File: config.mk
export PLATFORM = sky130hd
export DESIGN_NAME = uart_wb_host
export DESIGN_NICKNAME = d
export VERILOG_FILES = /design/src/rtl/uart_wb_host.sv
export SDC_FILE = /design/constraint.sdc
export NUM_CORES = 1
export LEC_CHECK = 0
export CORE_MARGIN = 3
export CORE_UTILIZATION = 58
export CTS_BUF_LIST = sky130_fd_sc_hd__clkbuf_8
export CTS_CLUSTER_SIZE = 30
export DETAILED_ROUTE_END_ITERATION = 6
export GPL_ROUTABILITY_DRIVEN = 0
export PLACE_DENSITY = 0.83
export SETUP_SLACK_MARGIN = 0.4
export SYNTH_ARGS = -nofsm -noshare
export SYNTH_HDL_FRONTEND = slang
export SYNTH_SLANG_ARGS = --single-unit
File: constraint.sdc
create_clock -name clock -period 4.8 [get_ports clock]
set_input_delay 0.96 -clock clock [delete_from_list [all_inputs] [get_ports clock]]
set_output_delay 0.96 -clock clock [all_outputs]
set_load 0.005 [all_outputs]
File: src/rtl/uart_wb_host.sv
// rtl/uart_wb_host.sv - Wishbone slave that carries single 32-bit reads/writes over a UART command link
//
// uart_wb_host_tx : 8N1 transmitter; byte stream in (tdata_i/tvalid_i/tready_o), frame_end_o at end of stop bit
// uart_wb_host_rx : 8N1 receiver; 2-flop sync, start glitch reject, bad stop bit drops the byte
// uart_wb_host    : top
//   clock, reset                      system clock, synchronous active-high reset
//   wb_addr_i, wb_data_i, wb_we_i     request, latched when accepted
//   wb_cyc_i, wb_strobe_i             request qualifiers
//   wb_data_o                         last successful read data
//   wb_ack_o, wb_err_o                one-cycle completion / failure pulses
//   serial_tx, serial_rx              UART link to uart_wb_master

module uart_wb_host_tx #(
    parameter int CLKS_PER_BIT = 104
) (
    input  logic       clock,
    input  logic       reset,
    input  logic [7:0] tdata_i,
    input  logic       tvalid_i,
    output logic       tready_o,
    output logic       frame_end_o,
    output logic       serial_tx
);
    localparam int CW = $clog2(CLKS_PER_BIT);
    localparam logic [CW-1:0] BIT_LAST = CW'(CLKS_PER_BIT - 1);

    logic          busy_q;
    logic [CW-1:0] clk_cnt_q;
    logic [3:0]    bit_idx_q;
    logic [8:0]    shift_q;
    logic          tx_q;
    logic          bit_end;

    assign bit_end     = busy_q && (clk_cnt_q == BIT_LAST);
    assign frame_end_o = bit_end && (bit_idx_q == 4'd9);
    // Ready during the final stop-bit cycle so the next byte follows with no idle gap.
    assign tready_o    = !busy_q || frame_end_o;
    assign serial_tx   = tx_q;

    always_ff @(posedge clock) begin
        if (reset) begin
            busy_q    <= 1'b0;
            clk_cnt_q <= '0;
            bit_idx_q <= '0;
            shift_q   <= '1;
            tx_q      <= 1'b1;
        end else if (tvalid_i && tready_o) begin
            busy_q    <= 1'b1;
            clk_cnt_q <= '0;
            bit_idx_q <= '0;
            shift_q   <= {1'b1, tdata_i};
            tx_q      <= 1'b0;
        end else if (frame_end_o) begin
            busy_q    <= 1'b0;
            clk_cnt_q <= '0;
            tx_q      <= 1'b1;
        end else if (bit_end) begin
            clk_cnt_q <= '0;
            bit_idx_q <= bit_idx_q + 4'd1;
            tx_q      <= shift_q[0];
            shift_q   <= {1'b1, shift_q[8:1]};
        end else if (busy_q) begin
            clk_cnt_q <= clk_cnt_q + CW'(1);
        end
    end
endmodule

module uart_wb_host_rx #(
    parameter int CLKS_PER_BIT = 104
) (
    input  logic       clock,
    input  logic       reset,
    input  logic       serial_rx,
    output logic [7:0] tdata_o,
    output logic       tvalid_o
);
    localparam int CW = $clog2(CLKS_PER_BIT);
    localparam logic [CW-1:0] HALF_LAST = CW'(CLKS_PER_BIT / 2 - 1);
    localparam logic [CW-1:0] BIT_LAST  = CW'(CLKS_PER_BIT - 1);

    logic          sync1_q, sync2_q, prev_q;
    logic          busy_q;
    logic [CW-1:0] clk_cnt_q;
    logic [3:0]    bit_idx_q;   // 0 start check, 1..8 data, 9 stop
    logic [7:0]    shift_q;
    logic          tvalid_q;
    logic          sample;

    // Start bit is checked after half a bit; every later sample is a full bit apart, i.e. mid-bit.
    assign sample   = busy_q && (clk_cnt_q == ((bit_idx_q == 4'd0) ? HALF_LAST : BIT_LAST));
    assign tdata_o  = shift_q;
    assign tvalid_o = tvalid_q;

    always_ff @(posedge clock) begin
        if (reset) begin
            sync1_q   <= 1'b1;
            sync2_q   <= 1'b1;
            prev_q    <= 1'b1;
            busy_q    <= 1'b0;
            clk_cnt_q <= '0;
            bit_idx_q <= '0;
            shift_q   <= '0;
            tvalid_q  <= 1'b0;
        end else begin
            sync1_q  <= serial_rx;
            sync2_q  <= sync1_q;
            prev_q   <= sync2_q;
            tvalid_q <= 1'b0;
            if (!busy_q) begin
                if (prev_q && !sync2_q) begin
                    busy_q    <= 1'b1;
                    clk_cnt_q <= '0;
                    bit_idx_q <= '0;
                end
            end else if (sample) begin
                clk_cnt_q <= '0;
                if (bit_idx_q == 4'd0) begin
                    if (sync2_q) busy_q <= 1'b0;   // glitch, not a start bit
                    else         bit_idx_q <= 4'd1;
                end else if (bit_idx_q == 4'd9) begin
                    busy_q   <= 1'b0;
                    tvalid_q <= sync2_q;           // framing error drops the byte
                end else begin
                    shift_q   <= {sync2_q, shift_q[7:1]};
                    bit_idx_q <= bit_idx_q + 4'd1;
                end
            end else begin
                clk_cnt_q <= clk_cnt_q + CW'(1);
            end
        end
    end
endmodule

module uart_wb_host #(
    parameter int CLKS_PER_BIT   = 104,
    parameter int TIMEOUT_CYCLES = 1048576
) (
    input  logic        clock,
    input  logic        reset,
    input  logic [31:0] wb_addr_i,
    input  logic [31:0] wb_data_i,
    input  logic        wb_we_i,
    input  logic        wb_cyc_i,
    input  logic        wb_strobe_i,
    output logic [31:0] wb_data_o,
    output logic        wb_ack_o,
    output logic        wb_err_o,
    output logic        serial_tx,
    input  logic        serial_rx
);
    localparam logic [2:0] ST_IDLE = 3'd0;
    localparam logic [2:0] ST_SEND = 3'd1;
    localparam logic [2:0] ST_WAIT = 3'd2;
    localparam logic [2:0] ST_DONE = 3'd3;
    localparam logic [2:0] ST_FAIL = 3'd4;
    localparam int TW = $clog2(TIMEOUT_CYCLES + 1);
    localparam logic [TW-1:0] TMO_LAST = TW'(TIMEOUT_CYCLES - 1);

    logic [2:0]    state_q, state_d;
    logic [31:0]   addr_q, addr_d, wdata_q, wdata_d;
    logic          we_q, we_d;
    logic [3:0]    byte_idx_q, byte_idx_d;
    logic [1:0]    rcnt_q, rcnt_d;
    logic [31:0]   resp_q, resp_d, rdata_q, rdata_d;
    logic [TW-1:0] tmo_q, tmo_d;

    logic [7:0] tx_tdata, rx_tdata;
    logic       tx_tvalid, tx_tready, tx_frame_end, rx_tvalid;
    logic [3:0] n_bytes;

    uart_wb_host_tx #(.CLKS_PER_BIT(CLKS_PER_BIT)) u_tx (
        .clock(clock), .reset(reset), .tdata_i(tx_tdata), .tvalid_i(tx_tvalid),
        .tready_o(tx_tready), .frame_end_o(tx_frame_end), .serial_tx(serial_tx)
    );

    uart_wb_host_rx #(.CLKS_PER_BIT(CLKS_PER_BIT)) u_rx (
        .clock(clock), .reset(reset), .serial_rx(serial_rx),
        .tdata_o(rx_tdata), .tvalid_o(rx_tvalid)
    );

    assign n_bytes   = we_q ? 4'd9 : 4'd5;
    assign tx_tvalid = (state_q == ST_SEND) && (byte_idx_q < n_bytes);
    assign wb_ack_o  = (state_q == ST_DONE);
    assign wb_err_o  = (state_q == ST_FAIL);
    assign wb_data_o = rdata_q;

    always_comb begin
        case (byte_idx_q)
            4'd0:    tx_tdata = we_q ? 8'h57 : 8'h52;
            4'd1:    tx_tdata = addr_q[7:0];
            4'd2:    tx_tdata = addr_q[15:8];
            4'd3:    tx_tdata = addr_q[23:16];
            4'd4:    tx_tdata = addr_q[31:24];
            4'd5:    tx_tdata = wdata_q[7:0];
            4'd6:    tx_tdata = wdata_q[15:8];
            4'd7:    tx_tdata = wdata_q[23:16];
            4'd8:    tx_tdata = wdata_q[31:24];
            default: tx_tdata = 8'h00;
        endcase
    end

    always_comb begin
        state_d    = state_q;
        addr_d     = addr_q;
        wdata_d    = wdata_q;
        we_d       = we_q;
        byte_idx_d = byte_idx_q;
        rcnt_d     = rcnt_q;
        resp_d     = resp_q;
        tmo_d      = tmo_q;
        rdata_d    = rdata_q;
        case (state_q)
            ST_IDLE: if (wb_cyc_i && wb_strobe_i) begin
                state_d    = ST_SEND;
                addr_d     = wb_addr_i;
                wdata_d    = wb_data_i;
                we_d       = wb_we_i;
                byte_idx_d = 4'd0;
            end
            ST_SEND: begin
                if (tx_tvalid && tx_tready) begin
                    byte_idx_d = byte_idx_q + 4'd1;
                end else if ((byte_idx_q == n_bytes) && tx_frame_end) begin
                    state_d = ST_WAIT;
                    tmo_d   = '0;
                    rcnt_d  = 2'd0;
                end
            end
            ST_WAIT: begin
                tmo_d = tmo_q + TW'(1);
                // A deciding byte beats a timeout expiring in the same cycle.
                if (rx_tvalid) begin
                    resp_d = {rx_tdata, resp_q[31:8]};
                    if (we_q) begin
                        state_d = (rx_tdata == 8'h4B) ? ST_DONE : ST_FAIL;
                    end else if (rcnt_q == 2'd3) begin
                        state_d = ST_DONE;
                        rdata_d = resp_d;
                    end else begin
                        rcnt_d = rcnt_q + 2'd1;
                    end
                end else if (tmo_q >= TMO_LAST) begin
                    state_d = ST_FAIL;
                end
            end
            default: state_d = ST_IDLE;
        endcase
    end

    always_ff @(posedge clock) begin
        if (reset) begin
            state_q    <= ST_IDLE;
            addr_q     <= '0;
            wdata_q    <= '0;
            we_q       <= 1'b0;
            byte_idx_q <= '0;
            rcnt_q     <= '0;
            resp_q     <= '0;
            tmo_q      <= '0;
            rdata_q    <= '0;
        end else begin
            state_q    <= state_d;
            addr_q     <= addr_d;
            wdata_q    <= wdata_d;
            we_q       <= we_d;
            byte_idx_q <= byte_idx_d;
            rcnt_q     <= rcnt_d;
            resp_q     <= resp_d;
            tmo_q      <= tmo_d;
            rdata_q    <= rdata_d;
        end
    end
endmodule
==> flow_summary_export.csv <==
group,metric,value,unit
logic_synthesis,ys_async_sr_fraction,0,%
floorplanning,ios,105,
logic_synthesis,yosys_register_bits,196,
detailed_routing,vias,7257,
detailed_routing,detailedRoute.firstPassIterationCount,5,
logic_synthesis,synth.top_cells.by_count,"nand2_1, dfxtp_1, a21oi_1",
sta,layout_setup_ws,1.69,ns
cells_and_area,final_cells,1276,
sta,fin_worst_skew,0.0134,ns
global_route,antenna_violations_before_repair,0,
detailed_routing,drt_drc_violations_left,0,
hold_path,hold_class,"reg -> reg",
sta,finalSetupViolCount,0,
sta,finalWorstPathRequiredPeriod,3.11,ns
floorplanning,initial_utilization,60.8,%
run_status,status,"complete, no violations",
clock_network,inserted_clock_buffers,17,
critical_path,worst_ep_required_time,5.20,ns
logic_synthesis,synth_cell_type_count,63,
global_route,grt_pass1_vias,6825,
clock_network,clkSinkCount,196,
floorplanning,die_x,125,um
logic_synthesis,post_syn_instances,1029,
global_route,pin_count_of_the_biggest_net_entering_global_routing,101,
logic_synthesis,syn-mean-instance-area,8.01,um2
logic_synthesis,synth_enable_flop_cells,0,
placed_design,place.detailed.hpwl,12900,um
clock_network,clock_edge_transition_at_the_registers_on_the_reported_setup_and_hold_paths,0.10,ns
clock_network,ctsResizeCount,0,
sta,maxClockFrequency,321,MHz
logic_synthesis,ys_warn_count,0,
critical_path,setup.worst_path.class,"reg -> reg",
detailed_routing,drtIter0Drc,676,
logic_synthesis,dominantRegCellSynth,"dfxtp_1",
logic_synthesis,post_synth_instance_area,8250,um2
clock_network,htree_levels,4,
critical_path,worst_setup_path_end_kind,"flop",
clock_network,cts_tree,"yes",
sta,setup_total_negative_slack,0,ns
logic_synthesis,most_used_standard_cell_by_instance_count_after_synthesis,"nand2_1",
sta,finalHoldViolCount,0,
global_route,grtUsageTotal,24.1,%
sta,grt_setup_unrepaired,"no",
cells_and_area,syn_to_final_growth,17.3,%
clock_network,insertion_delay,0.48,ns
power,power_density,366,nW/um2
sta,max_transition_viols_final,0,
logic_synthesis,share_of_synthesized_area_occupied_by_flip_flops_and_latches,47.6,%
floorplanning,die-area,15700,um2
clock_network,cts.repair_timing.setup_buffer_count,0,
critical_path,crit_path_max_fanout,24,
logic_synthesis,synth_top_cell_area_share,47.6,%
power,ir_worst_vdd,0.203,mV
detailed_routing,avgRoutedWirePerCell,14.9,um
global_route,grt_pass1_wl,32000,um
floorplanning,placeable_area,13600,um2
floorplanning,fp.dieH,125,um
logic_synthesis,synth_nets,1114,
clock_network,cts_root_buffer,"clkbuf_8",
power,power.static_leakage,3.24,nW
cells_and_area,post_route_cells_drive_above_1_share,4.91,%
floorplanning,row_count,42,
sta,relSlewSlack,29.5,%
sta,worstMarginPinSlew,1.06,ns
clock_network,holdBufCountCts,0,
placed_design,pre_cts_slack,1.75,ns
placed_design,placed_cells,1244,
cells_and_area,total_number_of_nets_in_the_final_design,1172,
critical_path,timing.critical_path.from_type,"flop",
critical_path,cp.arrival,3.51,ns
sta,period_share,64.9,%
cells_and_area,insertedDiodeCount,0,
logic_synthesis,yosysTopAreaCell,"dfxtp_1",
detailed_routing,antenna_left,0,
detailed_routing,detail_route.wirelength,19000,um
detailed_routing,viasPerCell,5.69,
run,max-cap-violations,0,
clock_network,clk_path_buf_depth,2,
placed_design,port-buffer-count,104,
logic_synthesis,synth_top_cells_by_area,"dfxtp_1, nand2_1, a21oi_1, clkbuf_1, ha_1",
global_route,grt_overflow_total,0,
==> kinds of logic (layout without fill, tap and decap cells) <==
logic type,count (synthesis),in the layout,share of synthesized area [%]
flops,196,196,47.6
buf+inv,83,154,4.04
mux,11,11,1.38
fa+ha+maj,15,15,2.28
compound gates,246,246,17.7
xor+xnor,23,23,2.44
simple gates,455,455,24.6
==> layout make-up <==
type                    count  area (um2)
clock buffers              17         234
clock inverters            15         171
fillers                  1138        3890
inverters                  13        48.8
multi-input cells         750        4000
flip-flops and latches    196        3920
well taps                 176         220
repair buffers            109        1080
==> metal layers <==
layer | wire length [um] | global-route usage (%) | vias to the layer above | part of all wire (%)
met3 | 682 | 4.52 | 29 | 3.6
met5 | 0 | 0 | - | 0
met1 | 8530 | 31.1 | 3409 | 45
met2 | 9370 | 40.3 | 166 | 49
li1 | - | - | 3653 | -
met4 | 401 | 9.50 | 0 | 2.1
==> layout by cell type (no fill, tap or decap), types with 3 or more instances in the layout <==
cell,n
nand2_1,288
dfxtp_1,196
a21oi_1,147
clkdlybuf4s50_1,103
nor2_1,47
nand3_1,29
o21ai_0,21
nand4_1,20
clkbuf_8,17
xor2_1,16
ha_1,15
inv_1,12
nor2b_1,11
a22oi_1,11
a222oi_1,9
nor3_1,8
mux2i_1,8
o21ai_1,8
a311oi_1,8
xnor2_1,7
a211oi_1,7
nor3b_1,6
and3_1,6
or3_1,6
clkinvlp_4,6
buf_4,6
o22ai_1,4
nor4_1,4
or4_1,4
a31oi_1,4
and3b_1,3
and4_1,3
and2_1,3
o211ai_1,3
or2_2,3
mux2_2,3
inv_6,3
==> sequential cells by signal, summed over array words and instances, names as in the netlist, 2 cells and up <==
name and count:
addr_q 32, wb_data_o 32, wdata_q 32, resp_q 24, tmo_q 21, u_rx.tdata_o 8, u_tx.shift_q 8, u_rx.clk_cnt_q 7
u_tx.clk_cnt_q 7, byte_idx_q 4, u_rx.bit_idx_q 4, u_tx.bit_idx_q 4, state_q 3, rcnt_q 2
==> stage by stage <==
step           power (mW)  util [%]  cell area (um2)  hold WS, ns
2_1_floorplan        2.29         -             8250        0.389
3_5_place_dp         2.49      68.3             9260        0.425
3_3_place_gp         2.47      68.3             9260        0.424
5_1_grt              3.70      71.3             9670        0.449
6_report             3.54      71.3             9670        0.436
4_1_cts              3.56      71.3             9670        0.438
==> critical path, cell delays in order (launching register included) <==
cell,delay (ns)
dfxtp_1,0.86
ha_1,0.39
nor2b_1,0.14
o21ai_0,0.40
and3_1,0.63
o21ai_2,0.40
o22ai_1,0.22
==> worst paths after layout <==
path         slack (ns)  cells past startpoint            to     startpoint
max                1.69                      6      tmo_q[0]  byte_idx_q[2]
min                0.44                      1  u_rx.sync2_q   u_rx.sync1_q
max reg2reg        1.69                      6      tmo_q[0]  byte_idx_q[2]
min reg2reg        0.44                      1  u_rx.sync2_q   u_rx.sync1_q
==> where the power goes <==
| group | internal, mW | switching, mW |
|---|---|---|
| registers | 1.74 | 0.0889 |
| clock network | 0.475 | 0.611 |
| logic | 0.242 | 0.383 |
| total | 2.46 | 1.08 |
(Power assumes the default switching activity.)
